<file path="config.mk">
export PLATFORM = sky130hd
export DESIGN_NAME = rvga_mem_arbiter
export DESIGN_NICKNAME = d
export VERILOG_FILES = /design/src/rtl/rvga_mem_arbiter.sv
export SDC_FILE = /design/constraint.sdc
export NUM_CORES = 1
export LEC_CHECK = 0
export ABC_CLOCK_PERIOD_IN_PS = 2400
export CAP_MARGIN = 20
export CORE_AREA = 2 2 293 295
export DETAILED_ROUTE_END_ITERATION = 8
export DIE_AREA = 0 0 295 297
export PLACE_DENSITY = 0.3
export SYNTH_ARGS = -nofsm -noshare
export SYNTH_HDL_FRONTEND = slang
export SYNTH_SLANG_ARGS = --single-unit
</file>
<file path="constraint.sdc">
create_clock -name clk -period 2.4 [get_ports clk]
set_input_delay 0.48 -clock clk [delete_from_list [all_inputs] [get_ports clk]]
set_output_delay 0.48 -clock clk [all_outputs]
set_load 0.01 [all_outputs]
</file>
<file path="src/rtl/rvga_mem_arbiter.sv">
// rvga_mem_arbiter: shares one cacheline memory port between I-fetch and D-load/store.
// Optional RVGA_ARB_RR_EN selects round-robin arbitration instead of D-over-I priority.
module rvga_mem_arbiter #(
  parameter int ADDR_W = 32,
  parameter int LINE_W = 128
) (
  input  logic              clk,
  input  logic              rst,
  input  logic              i_read,
  input  logic [ADDR_W-1:0] i_address,
  output logic              i_resp,
  output logic [LINE_W-1:0] i_rdata,
  input  logic              d_read,
  input  logic              d_write,
  input  logic [ADDR_W-1:0] d_address,
  input  logic [LINE_W-1:0] d_wdata,
  output logic              d_resp,
  output logic [LINE_W-1:0] d_rdata,
  output logic              pmem_read,
  output logic              pmem_write,
  output logic [ADDR_W-1:0] pmem_address,
  output logic [LINE_W-1:0] pmem_wdata,
  input  logic              pmem_resp,
  input  logic [LINE_W-1:0] pmem_rdata
);

  typedef enum logic [1:0] {
    IDLE    = 2'd0,
    SERVE_I = 2'd1,
    SERVE_D = 2'd2
  } state_t;

  state_t              r_state;
  state_t              w_next;
  logic                r_rd;
  logic                r_wr;
  logic [ADDR_W-1:0]   r_addr;
  logic [LINE_W-1:0]   r_wdata;
  logic                w_req_i;
  logic                w_req_d;
  logic                w_pick_d;
  logic                w_gnt_i;
  logic                w_gnt_d;
  logic                w_done;

  assign w_req_i = i_read;
  assign w_req_d = d_read | d_write;
  assign w_done  = (r_state != IDLE) & pmem_resp;

`ifdef RVGA_ARB_RR_EN
  logic r_last_d;

  // On a tie, D wins only if I was the last one granted
  always_comb begin
    w_pick_d = w_req_d & (~w_req_i | ~r_last_d);
  end

  // Remember which requester won the most recent grant
  always_ff @(posedge clk) begin
    if (rst) begin
      r_last_d <= 1'b0;
    end else if (w_gnt_d) begin
      r_last_d <= 1'b1;
    end else if (w_gnt_i) begin
      r_last_d <= 1'b0;
    end
  end
`else
  // D always wins a tie
  always_comb begin
    w_pick_d = w_req_d;
  end
`endif

  // Next-state and grant decode
  always_comb begin
    w_next  = r_state;
    w_gnt_i = 1'b0;
    w_gnt_d = 1'b0;
    unique case (r_state)
      IDLE: begin
        if (w_pick_d) begin
          w_next  = SERVE_D;
          w_gnt_d = 1'b1;
        end else if (w_req_i) begin
          w_next  = SERVE_I;
          w_gnt_i = 1'b1;
        end
      end
      SERVE_I, SERVE_D: begin
        if (pmem_resp) begin
          w_next = IDLE;
        end
      end
      default: w_next = IDLE;
    endcase
  end

  // State register
  always_ff @(posedge clk) begin
    if (rst) begin
      r_state <= IDLE;
    end else begin
      r_state <= w_next;
    end
  end

  // Latch owner request at grant; strobes drop with the completion edge
  always_ff @(posedge clk) begin
    if (rst) begin
      r_rd    <= 1'b0;
      r_wr    <= 1'b0;
      r_addr  <= '0;
      r_wdata <= '0;
    end else if (w_gnt_d) begin
      r_addr  <= d_address;
      r_wdata <= d_wdata;
      r_wr    <= d_write;
      r_rd    <= ~d_write;
    end else if (w_gnt_i) begin
      r_addr  <= i_address;
      r_wr    <= 1'b0;
      r_rd    <= 1'b1;
    end else if (w_done) begin
      r_rd    <= 1'b0;
      r_wr    <= 1'b0;
    end
  end

  assign pmem_read    = r_rd;
  assign pmem_write   = r_wr;
  assign pmem_address = r_addr;
  assign pmem_wdata   = r_wdata;

  assign i_resp  = (r_state == SERVE_I) & pmem_resp;
  assign d_resp  = (r_state == SERVE_D) & pmem_resp;
  assign i_rdata = i_resp ? pmem_rdata : '0;
  assign d_rdata = d_resp ? pmem_rdata : '0;

endmodule

</file>
Yosys cells after proc, flatten, opt, wreduce, memory -nomap -nowiden
Cells that the tools add are included.
{"block": "totals", "in_bits": 326, "ram_bits": 0, "out_inout_bits": 420, "reg_bits": 164, "romBits": 0, "n_memories": 0, "latchBits": 0}
{"block": "op_classes", "eq_ne": 4, "n_reduce_logical": 6, "n_shift": 0, "bitwise": 5, "add_sub_neg": 0, "order_cmp": 0, "div_mod_pow": 0, "muxes": 18, "n_mul": 0}
{"operator": "two-way mux 128 bit", "n": 2}
{"operator": "two-way mux 32 bit", "n": 2}
{"operator": "two-way mux 1 bit", "n": 10}
{"operator": "two-way mux 2 bit", "n": 3}
{"operator": "one-hot mux 2 bit (2 select lines)", "n": 1}
{"operator": "nonzero test 2 bit", "n": 2}
{"operator": "bitwise AND 1 bit", "n": 3}
{"operator": "!= test 3 bit, second input constant", "n": 1}
{"operator": "nonzero test 3 bit", "n": 1}
{"operator": "== test 2 x 1 -> 1 bit, second input constant", "n": 1}
{"operator": "== test 2 bit, second input constant", "n": 1}
{"operator": "zero test 2 bit", "n": 1}
{"operator": "!= test 2 bit, second input constant", "n": 1}
{"operator": "AND reduction 2 bit", "n": 1}
{"operator": "OR reduction 2 bit", "n": 1}
{"operator": "NOT 1 bit", "n": 1}
{"operator": "bitwise OR 1 bit", "n": 1}

Logic depth before layout (Yosys ltp)
Gate-level depths: netlist (run 1).
{"block": "depth", "word_depth": 5, "depth_mapped": 8}

Worst setup path after synthesis (run 1)
Ideal clock, no wire load.
{"block": "synth_timing", "kind": "input to output", "from": "input port pmem_resp", "to": "output port d_rdata[109]", "path_stages": 4, "path_slack_ns": 0.661, "arrival_time_ns": 1.259, "t_required_ns": 1.920, "path_cell_list": "buf_2 clkbuf_1 clkbuf_1 and3_1"}
{"block": "synth_via", "elab_chain_cells": 2}
{"item": "start, declared", "line": "23", "source": "input logic pmem_resp,"}
{"item": "bitwise AND 1 bit", "line": "136", "source": "assign d_resp = (r_state == SERVE_D) & pmem_resp;"}
{"item": "two-way mux 128 bit", "line": "138", "source": "assign d_rdata = d_resp ? pmem_rdata : '0;"}
{"item": "end, declared", "line": "18", "source": "output logic [LINE_W-1:0] d_rdata,"}
No other way between the ends.

Worst setup path in the final report (run 1)
{"block": "layout_timing", "from": "register r_state[1]", "to": "output port d_rdata[103]"}
{"block": "layout_via", "elab_chain_cells": 3}
{"item": "start, declared", "line": "33", "source": "state_t r_state;"}
{"item": "start signal, assigned", "line": "104", "source": "r_state <= w_next;"}
{"item": "== test 2 bit", "line": "136"}
{"item": "bitwise AND 1 bit", "line": "136"}
{"item": "two-way mux 128 bit", "line": "138"}
No other way between the ends.

==> out/results.ini, run 1 <==
[global_routing]
overflow = 0
track_usage_pct = 16.6
grt_max_degree = 65
grt_pass1_wl_mm = 99.0
grt_pass1_vias = 10485
antenna_found_initial = 23

[sta]
setup_viol = 14
fin_crit_ps = 2430
worstMarginPinSlew_ps = 460
finalClockSkew_ps = 10.9
timing.final.ws_setup_ps = -31.1
period_share_pct = 101
drv_slew = 0
rsz0062_at_grt = yes
finalHoldViolations = 0
fmaxAchievable_ghz = 0.411
slew_headroom_pct = 69.3

[synth]
synth_nets = 1405
ys_warn_count = 0
synth_largest_area_cell = dfxtp_1
synth_compound_area_share_pct = 8.92
synth-simple-area-share_pct = 42.5
synthMuxAreaShare_pct = 0
synthAdderAreaFrac_pct = 0.471
ys_ff_latch = 164
ys_seq_area_share_pct = 41.2
synth_top_family_by_area = simple AND/OR/NAND/NOR gates
avgSynthCellArea_sq_um = 7.40
synth_xor_area_share_pct = 0
synth.top_cell.area_share_pct = 41.2
ys_types = 22
yosys-top-cells-area = dfxtp_1, and3_1, nand2_1
synthCells = 1076
syn_area_sq_um = 7970

[setup_path]
path_class = flip-flop to output pin
crit_path_end_kind = output pin
startpoint = r_state[1]$_SDFFE_PP0P_
reg2reg_depth = 7
start_kind = flip-flop
arrival_ps = 1950
cp.required_ps = 1920
worst-r2r-setup-slack_ps = 540
critPathMaxFanout = 7
regToRegStartpoint = r_state[0]$_SDFFE_PP0P_
rr_endpoint = pmem_address[26]$_SDFFE_PP0P_

[drt]
drt_iter0_markers = 404
wl_per_cell_um = 25.1
num_vias = 10780
wl_mm = 75.4
drc_errors = 0
drtPass1Iterations = 4
viasPerCell = 3.59
antenna_left = 0

[outcome]
status = finished with violations
violations = setup timing

[layout]
final_cell_mix = clkdlybuf4s50_1, nand2_1, and3_1, dfxtp_1, a21oi_1
design_area_sq_um = 18500
layout_commonest_cell = clkdlybuf4s50_1
syn_to_final_growth_pct = 133
fill_cells = 9416
drive_gt1_share_pct = 26.0
fin_nets = 2155

[power]
leakage_nw = 8.04
total_power_mw = 10.1
peakVddDrop_mv = 0.525
power_density_nw_per_um2 = 544

[floorplanning]
num_rows = 107
chipHeight_um = 297
coreArea_sq_um = 84500
die_x_um = 295
ios = 746
die_area_sq_um = 87600
start_util_pct = 9.43

[min_path]
min_from = rst
holdPathStages = 2
min_path_type = input port to flip-flop
hold-path-endpoint = pmem_wdata[56]$_SDFFE_PP0P_

[clocking]
clockRootBuffer = clkbuf_16
cts.hold.buffers_added = 0
cts_tree = built
clk_latency_ps = 480
cts_buffer_depth = 2
cts.sink_count = 164
numCtsBuffers = 17
clk_pin_slew_ps = 70
h-tree-depth = 4

[flow_run]
drv_cap = 0

[placed_design]
dp_slack_ps = -79.1
place_area_sq_um = 17200
gp_congestion = 0.944
port-buffer-count = 745
post-dp-hpwl_mm = 59.7

[worst max path at each step]
stage,endpoint,slack (ps),depth (start not counted)
after floorplan,d_rdata[109],660,4
after global placement,d_rdata[75],-110,4
after detailed placement,d_rdata[75],-80,4
after CTS,i_rdata[17],-160,7
after global routing,d_rdata[27],-120,8
final,d_rdata[103],-30,8
[critical path: stages, from the launching register on]
cell,delay [ps]
dfxtp_2,340
buf_6,110
ha_4,180
buf_12,130
buf_12,130
buf_8,130
buf_16,140
and3_4,180
buf_6,130
[metrics by stage]
stage | util [%] | hold slack (ps) | std cells | TNS, ps
5_1_grt | 21.9 | 385 | 2986 | -3020
2_1_floorplan | - | 466 | 1076 | 0
3_3_place_gp | 20.4 | 442 | 2914 | -268
6_report | 21.9 | 397 | 3000 | -257
4_1_cts | 21.1 | 354 | 2980 | -5880
3_5_place_dp | 20.4 | 446 | 2914 | -163
[power breakdown]
group,switching [mW],internal (mW)
clock,1.24,1.64
sequential,0.156,3.04
combinational,1.95,2.06
[cells by family after synthesis]
group | Yosys count
flip-flops | 164
buffers and inverters | 116
adder cells (fa/ha/maj) | 3
AO/OA/AOI/OAI | 140
AND/OR/NAND/NOR | 653
[cell type report]
| type | count | area [sq um] | share of cell area, % |
|---|---|---|---|
| timing repair buffer | 845 | 8640 | 46.6 |
| clock buffer | 25 | 495 | 2.67 |
| inverter | 2 | 7.51 | 0.0405 |
| sequential | 164 | 3290 | 17.7 |
| clock inverter | 7 | 96.3 | 0.520 |
| antenna | 17 | 42.5 | 0.230 |
| multi-input combinational | 796 | 4540 | 24.5 |
| tap | 1144 | 1430 | 7.72 |
[state kept, by name, summed over array words and instances (netlist names)]
signal,cells
pmem_address,32
pmem_wdata,128
pmem_read,1
r_state,2
pmem_write,1
[cell usage after synthesis]
cell,number
clkbuf_1,73
o31a_1,1
and3_1,256
a21oi_1,133
nor2b_1,3
o21ai_0,4
nand2_1,258
nor4_2,30
o21a_1,1
inv_1,2
dfxtp_1,164
nor2_1,98
and2_1,2
nand4bb_1,1
nor3_1,1
o21ai_2,1
ha_1,3
nand2b_1,1
buf_4,24
nor4_1,2
nor3b_1,1
buf_2,17
[layer usage]
layer  vias up  GRT usage [%]  share of wire, %
li1       5149              -                 -
met1      5160           19.6                41
met2       369           29.5                51
met5         -              0              0.12
met4        14           4.25               2.0
met3        88           4.24               6.4
[timing repair]
item / in CTS / in global routing
setup endpoints to repair: 240 / 156
gates resized for setup: 962 / 229
pin swaps: 3 / 6
setup buffers: 22 / 1
gates cloned: 12 / 6
(Power assumes the default switching activity.)
==> inputs of run 2 (changes only) <==
Settings changed: ABC_AREA set to 1, CORE_AREA 2 2 293 295 to 2 2 289 291, CTS_BUF_LIST set to sky130_fd_sc_hd__clkbuf_8, DIE_AREA 0 0 295 297 to 0 0 291 293.
==> out/results.ini, run 2 <==
[placed_design]
gp_congestion = 0.893
place_area_sq_um = 16800
post-dp-hpwl_mm = 54.7
placed_cells = 3042
port-buffer-count = 745

[synth]
ys_warn_count = 0
synthMuxAreaShare_pct = 0
synth_common_cells = nor2_1, dfxtp_1, nand2_1
ys_seq_area_share_pct = 40.9
synthAdderAreaFrac_pct = 0.468
synth_largest_area_cell = dfxtp_1
synth.top_cell.area_share_pct = 40.9
synth_compound_area_share_pct = 8.39
synth_xor_area_share_pct = 0
syn_area_sq_um = 8020
synth.most_common_cell = nor2_1
ys_ff_latch = 164
synth_nets = 1613
yosys-top-cells-area = dfxtp_1, nor2_1, o21ai_0
synth-simple-area-share_pct = 37.1
synthCells = 1284
ys_types = 21
async_flop_share_pct = 0
synth_top_family_by_area = simple AND/OR/NAND/NOR gates
dominantRegCellSynth = dfxtp_1
synth-edff-count = 0
avgSynthCellArea_sq_um = 6.25

[sta]
fin_crit_ps = 2530
whs_ps = 469
setup_viol = 116
finalHoldViolations = 0
fmaxAchievable_ghz = 0.395
drv_slew = 0
finalClockSkew_ps = 15.5
timing.final.ws_setup_ps = -133
slew_headroom_pct = 70.3
rsz0062_at_grt = yes
worstMarginPinSlew_ps = 446
period_share_pct = 106

[layout]
layout_commonest_cell = clkdlybuf4s50_1
syn_to_final_growth_pct = 141
design_area_sq_um = 19300
stdcell_count = 3175
largest_register_ffs = 128
fin_nets = 2396
final_cell_mix = clkdlybuf4s50_1, nor2_1, dfxtp_1, nand2_1, buf_6
drive_gt1_share_pct = 28.5

[floorplanning]
die_area_sq_um = 85300
coreArea_sq_um = 81800
num_rows = 105
die_x_um = 291
ios = 746
start_util_pct = 9.80
chipHeight_um = 293

[global_routing]
grt_max_degree = 69
grt_pass1_wl_mm = 92.3
antenna_found_initial = 42
track_usage_pct = 15.5
overflow = 0
grt_pass1_vias = 11492

[drt]
drtPass1Iterations = 5
wl_per_cell_um = 21.5
drt_iter0_markers = 332
wirelength_met1_mm = 22.6
drc_errors = 0
wl_met3_mm = 5.46
viasPerCell = 3.50
routed.top_layer = met5
num_vias = 11125
dr_wl_met2_mm = 36.7
wl_mm = 68.3
antenna_left = 0

[clocking]
clk_pin_slew_ps = 100
cts.hold.buffers_added = 0
cts_buffer_depth = 2
clk_latency_ps = 550
cts.sink_count = 164
numCtsBuffers = 17
h-tree-depth = 4
clockRootBuffer = clkbuf_8
cts_tree = built

[power]
swShare_pct = 36.3
leakage_nw = 8.48
power.switching_mw = 3.29
combPwrFrac_pct = 39.5
total_power_mw = 9.06
power_density_nw_per_um2 = 470
peakVddDrop_mv = 0.277
internal_power_mw = 5.78
clkPwrFrac_pct = 24.8
seqPwrFrac_pct = 35.6

[setup_path]
critPathMaxFanout = 7
path_class = input port to output pin
cp.required_ps = 1920
arrival_ps = 2050
crit_path_end_kind = output pin
start_kind = input port

[flow_run]
drv_cap = 0

[outcome]
status = finished with violations
violations = setup timing

[min_path]
min_path_type = flip-flop to flip-flop

==> run 2: cell types whose count changed after synthesis, sizes merged, moves of 3 or more <==
cell,change
inv,+136
nor4,-32
nand2,-116
buf,+8
a21oi,-129
o21ai,+124
clkbuf,-32
nor2,+480
nand3b,+32
and3,-256
nor2b,-3
==> run 2: metrics by stage <==
step / utilization, % / setup TNS (ps) / setup slack [ps]
floorplan: - / 0 / 625
global placement: 20.5 / -55670 / -509
detailed placement: 20.5 / -56310 / -499
CTS: 22.7 / -28080 / -235
global route: 23.5 / -17010 / -184
finish: 23.6 / -8970 / -133
==> run 2: cells by family after synthesis <==
| family | Yosys count |
|---|---|
| buffers and inverters | 228 |
| DFF | 164 |
| and+or+nand+nor | 755 |
| adders and majority gates | 3 |
| AOI/OAI and AO/OA | 134 |
==> run 2: power by group through the flow <==
stage               Clock, mW  Combinational (mW)  Sequential, mW
finish                   2.25                3.58            3.23
global route             2.50                3.89            3.28
CTS                      2.47                3.59            3.23
detailed placement          0                3.28            3.29
global placement            0                3.28            3.28
floorplan                   0                1.12            3.44
==> run 2: path summary, 6_finish.rpt <==
check	startpoint	to	slack (ps)	depth (start not counted)
setup reg to reg	r_state[0]$_SDFFE_PP0P_	pmem_address[17]$_SDFFE_PP0P_	450	11
hold reg to reg	pmem_read$_SDFFE_PP0P_	pmem_read$_SDFFE_PP0P_	470	2
setup / recovery	pmem_resp	i_rdata[98]	-130	7
hold / removal	pmem_read$_SDFFE_PP0P_	pmem_read$_SDFFE_PP0P_	470	2
==> run 2: metal layers <==
layer / vias to the layer above / track usage (%)
li1: 5437 / -
met1: 5083 / 14.3
met2: 479 / 29.8
met3: 112 / 5.82
met4: 14 / 7.67
met5: - / 0
==> run 2: timing repair <==
item / CTS / global route
endpoints found under the hold margin: 0 / 0
cloned: 23 / 2
pin swaps: 14 / 12
endpoints found under the setup margin: 258 / 246
resized for setup: 1343 / 222
setup buffers: 56 / 8
==> run 2: worst max-delay path, cell delays in order <==
cell and delay, ps:
clkdlybuf4s50_1 710, nand2_8 160, buf_12 190, buf_16 140, buf_8 130, nor2_4 110, buf_12 130
==> run 2: area by class of cell <==
cell class	count	area (sq um)
fill	9139	62500
timing repair buffer	854	8830
multi-input combinational	892	4850
sequential	164	3290
tap	1070	1340
inverter	138	526
clock buffer	18	248
clock inverter	14	153
antenna	25	62.6
==> edit (config.mk and constraints of run 2) <==
Change the parameter `LINE_W` from 128 to 64.
--- a/src/rtl/rvga_mem_arbiter.sv
+++ b/src/rtl/rvga_mem_arbiter.sv
@@ -4,3 +4,3 @@
   parameter int ADDR_W = 32,
-  parameter int LINE_W = 128
+  parameter int LINE_W = 64
 ) (
Interface: changed (5 resized); port bits go from 746 to 426. No check against the original RTL was run, so the function may have changed too.
==> edit against run 2 <==
Clock skew up 1.9 ps. Worst setup slack better by 290 ps. Core utilization fell by 10 points. Global-route usage fell by 8.1 points. Sequential cell count down 64. Routed wire length decreased by 53%. Cell area fell by 44%. Synthesized cell count decreased by 38%. Power down 43%. Area after synthesis fell by 37%. Critical path type is now register to output port. Critical endpoint is now d_rdata[48]. Highest routed layer unchanged.
==> edit: results (changes against run 2) <==
metric,value,unit,change
Clock Path Buffers,2,,unchanged
Final Non-Filler Cells,2291,,-28%
number of antenna violations at the first check in global routing,5,,-88%
Synth Area in Compound Gates,7.08,%,-1.3 points
"Seq/Total Area, Yosys",39.8,%,-1.2 points
CP Data Arrival Time,1770,ps,-280 ps
Worst Skew,17.4,ps,+1.90 ps
top_reg_cell synth,dfxtp_1,,
CTS root buf,clkbuf_8,,
Detail Placement HPWL,25400,um,-53%
HP Class,register to register,,
Synth Area in Adders,0.745,%,+0.28 points
slowest CP cell,dfxtp_2,,
Netlist cell types,21,,unchanged
Ys Warns,0,,unchanged
synth cell count leaders,"320 x nor2_1, 140 x nand2_1, 100 x dfxtp_1, 72 x inv_1, 64 x o21ai_0",,
WL final,31900,um,-53%
Final nets,1416,,-41%
Mean Syn Cell Area,6.29,sq um,+0.62%
layout cells sized above 1,5.41,%,-23 points
Filler cells,9505,,+4.0%
"Cell Area, Placed",10700,sq um,-36%
xor/xnor cell area share of the yosys netlist,0,%,unchanged
Worst slew margin,65.6,%,-4.6 points
clock buffer count from CTS,9,,-8
vias in the first global route,6698,,-42%
total track usage,7.46,%,-8.1 points
mux contribution to synthesized area,0,%,unchanged
post-synth net total,1002,,-38%
GPL Wtd Cong,0.849,,-4.9%
largest cells by area after synthesis,"dfxtp_1 40%, nor2_1 24%, nand2_1 10%",,
max-cap viol count,0,,unchanged
status,completed,,
Sw Share,35.8,%,-0.46 points
fin area,10700,sq um,-44%
largest net degree at the start of global routing,62,,-10%
"Clk pin slew, worst setup/hold paths",110,ps,
dpl ws,-282,ps,+217 ps
CP peak stage delay,360,ps,-350 ps
asr flop ratio synth,0,%,unchanged
critical path peak fanout,27,,+20
first-pass GRT wire length,46000,um,-50%
number of buffers added on ports,425,,-43%
max reg flops,64,,-50%
detailed-route via count,6399,,-42%
DR iter-0 viols,173,,-48%
clk_lat worst skew,450,ps,-100 ps
static leakage,5.00,nW,-41%
TritonRoute pass-1 iters,4,,-1
CP top delay family,buffers and inverters,,
H-tree depth,3,,-1
Max VDD drop,0.242,mV,-13%
## edit: repair_timing
action | in CTS | in global routing
setup endpoints to repair | 130 | 12
hold endpoints to repair | 0 | 0
gates resized for setup | 139 | 15
setup buffers | 0 | 0
## edit: cell type report
type | instances | area share, %
sequential | 100 | 18.6
inverter | 74 | 2.60
clock buffer | 11 | 1.41
timing repair buffer | 458 | 41.8
multi-input combinational | 572 | 22.7
antenna | 1 | 0.0233
clock inverter | 5 | 0.326
tap | 1070 | 12.5
## edit: power by group through the flow
stage | logic (W) | clock network, W | registers [W]
after floorplan | 0.000754 | 0 | 0.00210
after global placement | 0.00208 | 0 | 0.00201
after detailed placement | 0.00208 | 0 | 0.00201
after CTS | 0.00205 | 0.00137 | 0.00198
after global routing | 0.00221 | 0.00140 | 0.00201
final | 0.00199 | 0.00122 | 0.00197
## edit: metal layers
layer	GRT usage, %	vias up	part of all wire (%)
met1	7.90	2831	40
met3	3.52	30	9.9
met2	13.0	307	48
met4	2.53	8	2.0
li1	-	3223	-
met5	0	-	0.13
## edit: path summary, 6_finish.rpt
path                                         startpoint                          end  slack (ps)  cells past startpoint
worst max-delay path            r_state[0]$_SDFFE_PP0P_                  d_rdata[48]         150                      7
worst min-delay path             pmem_read$_SDFFE_PP0P_       pmem_read$_SDFFE_PP0P_         470                      2
worst max register to register  r_state[0]$_SDFFE_PP0P_  pmem_wdata[36]$_SDFFE_PP0P_         520                      6
worst min register to register   pmem_read$_SDFFE_PP0P_       pmem_read$_SDFFE_PP0P_         470                      2
## edit: kinds of logic (layout without fill, tap and decap cells)
logic type,Yosys count,after routing
adders and majority gates,3,3
other,0,1
buffers and inverters,129,548
AOI/OAI and AO/OA,70,70
DFF,100,100
and+or+nand+nor,499,499
